--- src/rtl/pong_pkg.sv ---
// Shared types, screen constants and BCD helper for the pong game sequencer.
package pong_pkg;

  typedef enum logic [2:0] {
    IDLE,
    SERVE,
    PLAY,
    MISS,
    OVER
  } state_t;

  typedef logic [3:0] bcdDigit_t;

  localparam int unsigned SERVE_X = 320;
  localparam int unsigned SERVE_Y = 200;
  localparam int unsigned MISS_Y  = 460;

  // Two-digit BCD increment that saturates at 99.
  function automatic logic [7:0] bcdInc(input logic [7:0] val);
    bcdDigit_t tens;
    bcdDigit_t ones;
    tens = val[7:4];
    ones = val[3:0];
    if (val == 8'h99) begin
      return val;
    end
    if (ones == 4'd9) begin
      ones = '0;
      tens = tens + 4'd1;
    end else begin
      ones = ones + 4'd1;
    end
    return {tens, ones};
  endfunction

endpackage

--- src/rtl/pong_btn_sync.sv ---
// Two-flop synchronizer for an asynchronous push button plus a rising-edge pulse.
module pong_btn_sync (
  input  logic clk,
  input  logic rst_n,
  input  logic btn,
  output logic rise
);

  logic meta;
  logic sync;
  logic syncPrev;

  always_ff @(posedge clk or negedge rst_n) begin
    if (!rst_n) begin
      meta     <= 1'b0;
      sync     <= 1'b0;
      syncPrev <= 1'b0;
    end else begin
      meta     <= btn;
      sync     <= meta;
      syncPrev <= sync;
    end
  end

  // Both terms are flop outputs, so the pulse is glitch-free.
  assign rise = sync & ~syncPrev;

endmodule

--- src/rtl/pong_game_ctrl.sv ---
// Pong game sequencer: serve/play/miss/game-over flow, lives and BCD score.
module pong_game_ctrl #(
  parameter int unsigned LIVES        = 3,
  parameter int unsigned SERVE_FRAMES = 60,
  parameter int unsigned MISS_FRAMES  = 90,
  parameter int unsigned MISS_Y       = pong_pkg::MISS_Y,
  parameter int unsigned SERVE_X      = pong_pkg::SERVE_X,
  parameter int unsigned SERVE_Y      = pong_pkg::SERVE_Y
) (
  input  logic       clk,
  input  logic       rst_n,
  input  logic       frame_tick,
  input  logic       start_btn,
  input  logic       paddle_hit,
  input  logic [8:0] ball_y,
  output logic       ball_run,
  output logic       ball_load,
  output logic [9:0] load_x,
  output logic [8:0] load_y,
  output logic       load_dir_x,
  output logic [2:0] lives,
  output logic [7:0] score,
  output logic       flash,
  output logic       game_over
);

  import pong_pkg::*;

  localparam logic [7:0] SERVE_LAST = 8'(SERVE_FRAMES - 1);
  localparam logic [7:0] MISS_LAST  = 8'(MISS_FRAMES - 1);
  localparam logic [8:0] MISS_LINE  = 9'(MISS_Y);
  localparam logic [2:0] LIVES_INIT = 3'(LIVES);

  state_t     state;
  logic [7:0] frameCnt;
  logic [7:0] frameCntInc;
  logic       startRise;

  pong_btn_sync startSync (
    .clk   (clk),
    .rst_n (rst_n),
    .btn   (start_btn),
    .rise  (startRise)
  );

  assign load_x      = 10'(SERVE_X);
  assign load_y      = 9'(SERVE_Y);
  assign frameCntInc = frameCnt + 8'd1;

  always_ff @(posedge clk or negedge rst_n) begin
    if (!rst_n) begin
      state      <= IDLE;
      frameCnt   <= '0;
      ball_run   <= 1'b0;
      ball_load  <= 1'b0;
      load_dir_x <= 1'b0;
      lives      <= LIVES_INIT;
      score      <= '0;
      flash      <= 1'b0;
      game_over  <= 1'b0;
    end else begin
      ball_load <= 1'b0;
      unique case (state)
        IDLE, OVER: begin
          if (startRise) begin
            state      <= SERVE;
            lives      <= LIVES_INIT;
            score      <= '0;
            ball_load  <= 1'b1;
            load_dir_x <= ~load_dir_x;
            frameCnt   <= '0;
            game_over  <= 1'b0;
          end
        end
        SERVE: begin
          if (frame_tick) begin
            if (frameCnt == SERVE_LAST) begin
              state    <= PLAY;
              ball_run <= 1'b1;
              frameCnt <= '0;
            end else begin
              frameCnt <= frameCntInc;
            end
          end
        end
        PLAY: begin
          // A hit and a miss on the same cycle both take effect.
          if (paddle_hit) begin
            score <= bcdInc(score);
          end
          if (frame_tick && (ball_y >= MISS_LINE)) begin
            state    <= MISS;
            ball_run <= 1'b0;
            frameCnt <= '0;
            flash    <= 1'b0;
            if (lives != '0) begin
              lives <= lives - 3'd1;
            end
          end
        end
        MISS: begin
          if (frame_tick) begin
            if (frameCnt == MISS_LAST) begin
              frameCnt <= '0;
              flash    <= 1'b0;
              if (lives == '0) begin
                state     <= OVER;
                game_over <= 1'b1;
              end else begin
                state      <= SERVE;
                ball_load  <= 1'b1;
                load_dir_x <= ~load_dir_x;
              end
            end else begin
              frameCnt <= frameCntInc;
              flash    <= frameCntInc[3];
            end
          end
        end
        default: state <= IDLE;
      endcase
    end
  end

endmodule

--- config.mk ---
export PLATFORM = sky130hd
export DESIGN_NAME = pong_game_ctrl
export DESIGN_NICKNAME = d
export VERILOG_FILES = /design/src/rtl/pong_pkg.sv /design/src/rtl/pong_btn_sync.sv /design/src/rtl/pong_game_ctrl.sv
export SDC_FILE = /design/constraint.sdc
export NUM_CORES = 1
export LEC_CHECK = 0
export CAP_MARGIN = 20
export CORE_MARGIN = 8
export CORE_UTILIZATION = 50
export DETAILED_ROUTE_END_ITERATION = 8
export PLACE_DENSITY_LB_ADDON = 0.12
export RECOVER_POWER = 25
export SETUP_SLACK_MARGIN = 0.2
export SLEW_MARGIN = 20
export SYNTH_ARGS = -nofsm -noshare
export SYNTH_HDL_FRONTEND = slang
export SYNTH_HIERARCHICAL = 1
export SYNTH_SLANG_ARGS = --single-unit
export TNS_END_PERCENT = 20
--- constraint.sdc ---
create_clock -name clk -period 4.6 [get_ports clk]
set_clock_uncertainty 0.2 [all_clocks]
set_input_delay 1.15 -clock clk [delete_from_list [all_inputs] [get_ports clk]]
set_output_delay 1.15 -clock clk [all_outputs]
set_load 0.05 [all_outputs]
==> insert_results.sql, run 1 <==
INSERT INTO impl_metrics (metric_group, metric, value, unit) VALUES
('logic_synthesis', 'synth.top_cells.by_area', 'sky130_fd_sc_hd__dfrtp_1 (37%), sky130_fd_sc_hd__buf_4 (7.5%), sky130_fd_sc_hd__ha_1 (5.3%)', ''),
('sta', 'fin_setup_tns', '0', 'ps'),
('sta', 'max_slew_headroom_at_the_worst_pin', '-5.96', '%'),
('sta', 'timing.final.max_slew_violations', '31', ''),
('logic_synthesis', 'synth_top_family_by_area', 'simple AND/OR/NAND/NOR gates', ''),
('power', 'static-leakage-power', '0.000919', 'µW'),
('placed_design', 'place_hpwl', '2.98', 'mm'),
('critical_path', 'crit_buf_inv', '1', ''),
('cells_and_area', 'finish.net_count', '241', ''),
('logic_synthesis', 'synth_fa_ha_area_share', '5.28', '%'),
('routing', 'via_per_inst', '5.49', ''),
('die', 'full_die_area', '6020', 'µm²'),
('die', 'die_height', '77.6', 'µm'),
('logic_synthesis', 'synthFlopType', 'sky130_fd_sc_hd__dfrtp_1', ''),
('routing', 'route.detailed.drc', '0', ''),
('placed_design', 'port_buffers', '27', ''),
('logic_synthesis', 'post_synth_inst_count', '193', ''),
('logic_synthesis', 'synth-edff-count', '0', ''),
('placed_design', 'routabilityCongestion', '0.850', ''),
('sta', 'layout_setup_ws', '1620', 'ps'),
('critical_path', 'timing.critical_path.required', '3250', 'ps'),
('routing', 'via_count', '1472', ''),
('critical_path', 'cp-start-kind', 'flip-flop', ''),
('die', 'chipWidth', '77.6', 'µm'),
('critical_path', 'cpPeakStageDelay', '800', 'ps'),
('clocking', 'postCtsHoldBufs', '0', ''),
('min_path', 'min_from', 'startSync/meta', ''),
('sta', 'maxClockFrequency', '0.336', 'GHz'),
('global_route', 'grtUsageTotal', '14.0', '%'),
('clocking', 'cts_inserted_buffers', '5', ''),
('logic_synthesis', 'synth-seq-cells', '30', ''),
('min_path', 'worstHoldPathCells', '0', ''),
('logic_synthesis', 'synth_area', '1900', 'µm²'),
('critical_path', 'critical_path.top_delay_family', 'buffers and inverters', ''),
('sta', 'worst_slew_pin_slew', '1590', 'ps'),
('global_route', 'grt_overflow', '0', ''),
('logic_synthesis', 'yosysWarningCount', '6', ''),
('logic_synthesis', 'share_of_the_synthesized_netlist_area_taken_by_xor_and_xnor_gates', '1.85', '%'),
('logic_synthesis', 'post-synth-top-count-cell', 'sky130_fd_sc_hd__dfrtp_1', ''),
('sta', 'period_minus_slack', '2980', 'ps'),
('min_path', 'worstHoldPathType', 'flip-flop to flip-flop', ''),
('clocking', 'postCtsSetupBuffers', '0', ''),
('routing', 'final_wirelength', '4.05', 'mm'),
('clocking', 'ctsHtreeMaxLevel', '2', ''),
('clocking', 'cts_resized', '0', ''),
('logic_synthesis', 'ffs_w_async_s_r_synth', '100', '%'),
('logic_synthesis', 'portion_of_the_post_synthesis_area_used_by_sequential_elements', '39.7', '%'),
('die', 'placement_rows', '22', ''),
('routing', 'ant_nets', '0', ''),
('die', 'num_ports', '49', ''),
('global_route', 'grt_pass1_wl', '7.03', 'mm'),
('clocking', 'tritoncts_num_sinks', '30', ''),
('cells_and_area', 'final.fill_count', '318', ''),
('cells_and_area', 'final_area', '2200', 'µm²'),
('routing', 'first_pass_iters', '4', ''),
('run', 'max-cap-violations', '1', ''),
('cells_and_area', 'stdcell_count', '268', ''),
('die', 'floorplan.initialDensity', '51.8', '%'),
('cells_and_area', 'share_of_cells_above_drive_strength_1', '9.55', '%'),
('sta', 'timing.final.crit_share', '64.7', '%'),
('power', 'vdd_ir_drop_max', '0.171', 'mV'),
('critical_path', 'r2r-end', 'frameCnt[2]', ''),
('logic_synthesis', 'synth_top_area_share', '36.9', '%'),
('status', 'violations_in_the_final_reports', 'max-capacitance violations, max-slew violations', ''),
('power', 'power.density_cell_area', '413', 'nW/µm²'),
('global_route', 'grt_pass1_vias', '1455', ''),
('critical_path', 'reg2reg_from', 'state[0]', ''),
('critical_path', 'crit_fanout', '4', ''),
('status', 'status', 'finished with violations', ''),
('critical_path', 'worst-r2r-cell-count', '4', ''),
('clocking', 'clockBufferDepth', '2', '');
==> power breakdown <==
| group | total (µW) | switching (µW) | internal (µW) |
|---|---|---|---|
| clock network | 200 | 92.9 | 107 |
| registers | 386 | 72.4 | 314 |
| logic | 322 | 200 | 122 |
==> final cells by class <==
cell class                 count  area [µm²]  area share [%]
multi-input combinational    139         975            44.3
sequential                    30         753            34.3
timing repair buffer          28         274            12.5
clock buffer                   8        80.1            3.64
tap                           48        60.1            2.73
inverter                      15        56.3            2.56
==> registers in the layout (all words and copies together), names as in the netlist <==
register            count
flash                   1
load_dir_x              1
state                   3
startSync/syncPrev      1
startSync/sync          1
ball_run                1
startSync/meta          1
ball_load               1
lives                   3
game_over               1
frameCnt                8
score                   8
==> placed cells by master (no fill, tap or decap), types with 2 or more instances in the layout <==
cell type	count
sky130_fd_sc_hd__o2111ai_1	2
sky130_fd_sc_hd__a311oi_1	2
sky130_fd_sc_hd__o22ai_1	2
sky130_fd_sc_hd__and4bb_2	2
sky130_fd_sc_hd__o211ai_1	5
sky130_fd_sc_hd__mux2i_1	5
sky130_fd_sc_hd__o21ai_1	11
sky130_fd_sc_hd__nand3b_1	2
sky130_fd_sc_hd__or2_2	2
sky130_fd_sc_hd__o32ai_1	2
sky130_fd_sc_hd__nand2_1	11
sky130_fd_sc_hd__nor2_1	7
sky130_fd_sc_hd__dfrtp_1	28
sky130_fd_sc_hd__o21ai_0	3
sky130_fd_sc_hd__nand3_1	9
sky130_fd_sc_hd__nand4_1	6
sky130_fd_sc_hd__xor2_1	3
sky130_fd_sc_hd__ha_1	8
sky130_fd_sc_hd__dlygate4sd3_1	2
sky130_fd_sc_hd__clkbuf_8	5
sky130_fd_sc_hd__or3b_1	2
sky130_fd_sc_hd__o41ai_1	2
sky130_fd_sc_hd__nor2b_1	2
sky130_fd_sc_hd__and4_1	2
sky130_fd_sc_hd__clkdlybuf4s50_1	25
sky130_fd_sc_hd__conb_1	19
sky130_fd_sc_hd__inv_1	15
sky130_fd_sc_hd__dfstp_2	2
sky130_fd_sc_hd__clkbuf_1	4
sky130_fd_sc_hd__a21oi_1	2
sky130_fd_sc_hd__nand2b_1	2
==> cells by family (layout without fill, tap and decap cells) <==
family                     after synthesis  count (layout)
and+or+nand+nor                         60              60
AOI/OAI and AO/OA                       43              43
buffers and inverters                   41              51
DFF                                     30              30
adders and majority gates                8               8
muxes                                    5               5
xor gates and xnor gates                 4               4
other                                    2              19
==> how the worst max path moves through the flow <==
stage	startpoint	endpoint	slack [ps]	cells past startpoint
floorplan	paddle_hit	score[7]	2320	4
global placement	frame_tick	lives[1]	1690	5
detailed placement	frame_tick	frameCnt[2]	1640	5
CTS	lives[0]	lives[0]	1600	1
global route	rst_n	score[3]	1350	2
finish	lives[0]	lives[0]	1620	1
==> per-layer routing <==
| layer | track usage, % | vias up | wire (µm) |
|---|---|---|---|
| met5 | 0 | - | 0 |
| met4 | 6.04 | 0 | 74 |
| met3 | 5.53 | 9 | 394 |
| met2 | 21.1 | 66 | 1840 |
| met1 | 17.3 | 687 | 1750 |
| li1 | - | 710 | - |
==> stage by stage <==
stage / hold WS [ps] / power, µW / util, %
finish: 155 / 909 / 60.0
floorplan: 131 / 636 / -
CTS: 161 / 916 / 60.2
global placement: 135 / 700 / 58.0
detailed placement: 144 / 711 / 58.0
global route: 163 / 971 / 60.0
Power figures use the tool's default switching activity.
==> run 2, diff against run 1 <==
- CORE_UTILIZATION: 50 -> 49
- clock period: 4.6 -> 2.9 ns (I/O delays scaled with it)
==> insert_results.sql, run 2 (synthesis results as in run 1) <==
INSERT INTO impl_metrics (metric_group, metric, value, unit) VALUES
('status', 'status', 'finished, final reports clean', ''),
('clocking', 'cts_inserted_buffers', '5', ''),
('clocking', 'cts_resized', '0', ''),
('sta', 'setup_viol', '0', ''),
('placed_design', 'routabilityCongestion', '0.896', ''),
('critical_path', 'reg2reg_from', 'state[0]', ''),
('routing', 'first_pass_iters', '5', ''),
('cells_and_area', 'largestRegisters', 'frameCnt: 8 flops, score: 8 flops', ''),
('critical_path', 'setup.worst_path.start', 'lives[0]', ''),
('critical_path', 'crit_fanout', '4', ''),
('power', 'p_seq_share', '41.7', '%'),
('routing', 'wl_met1', '1.73', 'mm'),
('cells_and_area', 'layout_commonest_cell', 'sky130_fd_sc_hd__dfrtp_1', ''),
('cells_and_area', 'final_area', '2210', 'µm²'),
('die', 'die_height', '78.2', 'µm'),
('routing', 'met3WireLength', '396', 'µm'),
('critical_path', 'crit_type', 'flip-flop to output port', ''),
('critical_path', 'cp-start-kind', 'flip-flop', ''),
('global_route', 'number_of_antenna_violations_at_the_first_check_in_global_routing', '0', ''),
('critical_path', 'crit_buf_inv', '1', ''),
('routing', 'ant_nets', '0', ''),
('sta', 'hold_viol_final', '0', ''),
('cells_and_area', 'finish.net_count', '241', ''),
('power', 'total_switching_power', '591', 'µW'),
('power', 'p_int', '882', 'µW'),
('clocking', 'postCtsSetupBuffers', '0', ''),
('min_path', 'worstHoldPathType', 'flip-flop to flip-flop', ''),
('critical_path', 'critical_path.top_delay_family', 'buffers and inverters', ''),
('sta', 'timing.final.max_slew_violations', '0', ''),
('power', 'p_clk_share', '23.6', '%'),
('clocking', 'postCtsHoldBufs', '0', ''),
('sta', 'worst_slew_pin_slew', '729', 'ps'),
('clocking', 'tritoncts_num_sinks', '30', ''),
('routing', 'via_count', '1456', ''),
('power', 'share_comb_of_total_power', '34.7', '%'),
('routing', 'final_wirelength', '3.95', 'mm'),
('clocking', 'cts.root.buffer_cell', 'sky130_fd_sc_hd__clkbuf_8', ''),
('critical_path', 'timing.critical_path.to_type', 'output port', ''),
('min_path', 'min_from', 'startSync/meta', ''),
('placed_design', 'placed_cell_area', '2120', 'µm²'),
('routing', 'via_per_inst', '5.43', ''),
('critical_path', 'worst-r2r-cell-count', '4', ''),
('cells_and_area', 'stdcell_count', '268', ''),
('die', 'num_ports', '49', ''),
('critical_path', 'wp_data_arrival', '1640', 'ps'),
('global_route', 'grt_pass1_wl', '6.97', 'mm'),
('power', 'design_power_total', '1470', 'µW'),
('routing', 'first_iter_violations', '86', ''),
('run', 'max-cap-violations', '0', ''),
('routing', 'route.detailed.drc', '0', ''),
('critical_path', 'regToRegSetupSlack', '700', 'ps'),
('die', 'placement_rows', '22', ''),
('routing', 'met2_length', '1.76', 'mm'),
('die', 'full_die_area', '6120', 'µm²'),
('cells_and_area', 'final.fill_count', '333', ''),
('min_path', 'worstHoldPathCells', '0', ''),
('sta', 'max_slew_headroom_at_the_worst_pin', '51.4', '%'),
('clocking', 'ctsHtreeMaxLevel', '2', ''),
('critical_path', 'timing.critical_path.required', '1980', 'ps'),
('sta', 'layout_setup_ws', '336', 'ps'),
('die', 'chipWidth', '78.2', 'µm'),
('global_route', 'grt_overflow', '0', ''),
('routing', 'route.top_layer_used', 'met4', ''),
('placed_design', 'place_hpwl', '2.90', 'mm'),
('power', 'static-leakage-power', '0.000930', 'µW'),
('sta', 'fin_setup_tns', '0', 'ps'),
('cells_and_area', 'layout.cells.most_common_list', 'sky130_fd_sc_hd__dfrtp_1 (28), sky130_fd_sc_hd__clkdlybuf4s50_1 (25), sky130_fd_sc_hd__conb_1 (19)', ''),
('min_path', 'holdPathEnd', 'startSync/sync', ''),
('die', 'floorplan.initialDensity', '51.4', '%'),
('sta', 'grt_setup_unrepaired', 'false', ''),
('clocking', 'clk_latency', '280', 'ps'),
('die', 'core_area', '3690', 'µm²'),
('cells_and_area', 'ff_latch_area', '753', 'µm²'),
('placed_design', 'dpl.cell_count', '260', ''),
('critical_path', 'cpPeakStageDelay', '800', 'ps'),
('cells_and_area', 'n_antenna_cell', '0', ''),
('clocking', 'cts_tree', 'yes', ''),
('cells_and_area', 'synthToLayoutAreaGrowth', '16.6', '%'),
('cells_and_area', 'share_of_cells_above_drive_strength_1', '10.9', '%'),
('routing', 'routed_wire_length_per_instance', '14.7', 'µm'),
('global_route', 'grtUsageTotal', '13.5', '%'),
('critical_path', 'r2r-end', 'frameCnt[2]', ''),
('global_route', 'grt_pass1_vias', '1544', ''),
('sta', 'maxClockFrequency', '0.390', 'GHz'),
('sta', 'period_minus_slack', '2560', 'ps'),
('clocking', 'clkTransAtPathRegs', '70', 'ps'),
('placed_design', 'port_buffers', '27', ''),
('placed_design', 'detailedPlace.worstSlack', '419', 'ps'),
('power', 'power.density_cell_area', '666', 'nW/µm²'),
('power', 'netSwitchingFraction', '40.1', '%'),
('critical_path', 'crit_slowest_cell', 'sky130_fd_sc_hd__clkdlybuf4s50_1', ''),
('power', 'vdd_ir_drop_max', '0.321', 'mV'),
('sta', 'timing.final.crit_share', '88.4', '%'),
('cells_and_area', 'multiInputGateArea', '975', 'µm²'),
('clocking', 'clockBufferDepth', '2', ''),
('critical_path', 'cp_cell_sequence', 'clkdlybuf4s50_1', ''),
('global_route', 'grt_max_degree', '31', '');
[run 2: cell count changes in the layout (fill, tap and decap cells not counted)]
cell,change
sky130_fd_sc_hd__clkinv_2,+1
sky130_fd_sc_hd__clkbuf_2,+1
sky130_fd_sc_hd__clkbuf_8,+1
sky130_fd_sc_hd__clkbuf_1,-3
[run 2: final cells by class]
class	count	share of cell area [%]
Timing Repair Buffer	28	12.5
Inverter	15	2.55
Clock buffer	7	3.90
Sequential cell	30	34.1
Tap cell	48	2.72
Clock inverter	1	0.226
Multi-Input combinational cell	139	44.1
[run 2: worst max path at each step]
stage	endpoint	cells past startpoint
after floorplan	score[7]	5
after global placement	lives[0]	5
after detailed placement	frameCnt[2]	5
after CTS	lives[0]	1
after global routing	lives[0]	1
final	lives[0]	1
[run 2: per-stage QoR]
step | utilization (%) | hold slack (ps)
2_1_floorplan | - | 131
3_3_place_gp | 57.5 | 133
3_5_place_dp | 57.5 | 135
4_1_cts | 60.0 | 154
5_1_grt | 59.9 | 156
6_report | 59.9 | 153
[run 2: power groups by stage]
stage | Combinational [µW] | Sequential, µW | Clock, µW
4_1_cts | 516 | 611 | 354
3_5_place_dp | 510 | 619 | 0
2_1_floorplan | 355 | 653 | 0
3_3_place_gp | 497 | 611 | 0
6_report | 512 | 614 | 348
5_1_grt | 557 | 633 | 373
[run 2: per-layer routing]
layer | vias to the layer above | GRT usage (%)
met2 | 63 | 20.7
li1 | 707 | -
met3 | 7 | 4.56
met5 | - | 0
met1 | 679 | 16.5
met4 | 0 | 6.85
==> run 3, diff against run 2 <==
- TNS_END_PERCENT: 20 -> 10
==> results of run 3 <==
Final layout, timing and power as in run 2 (identical DEF).
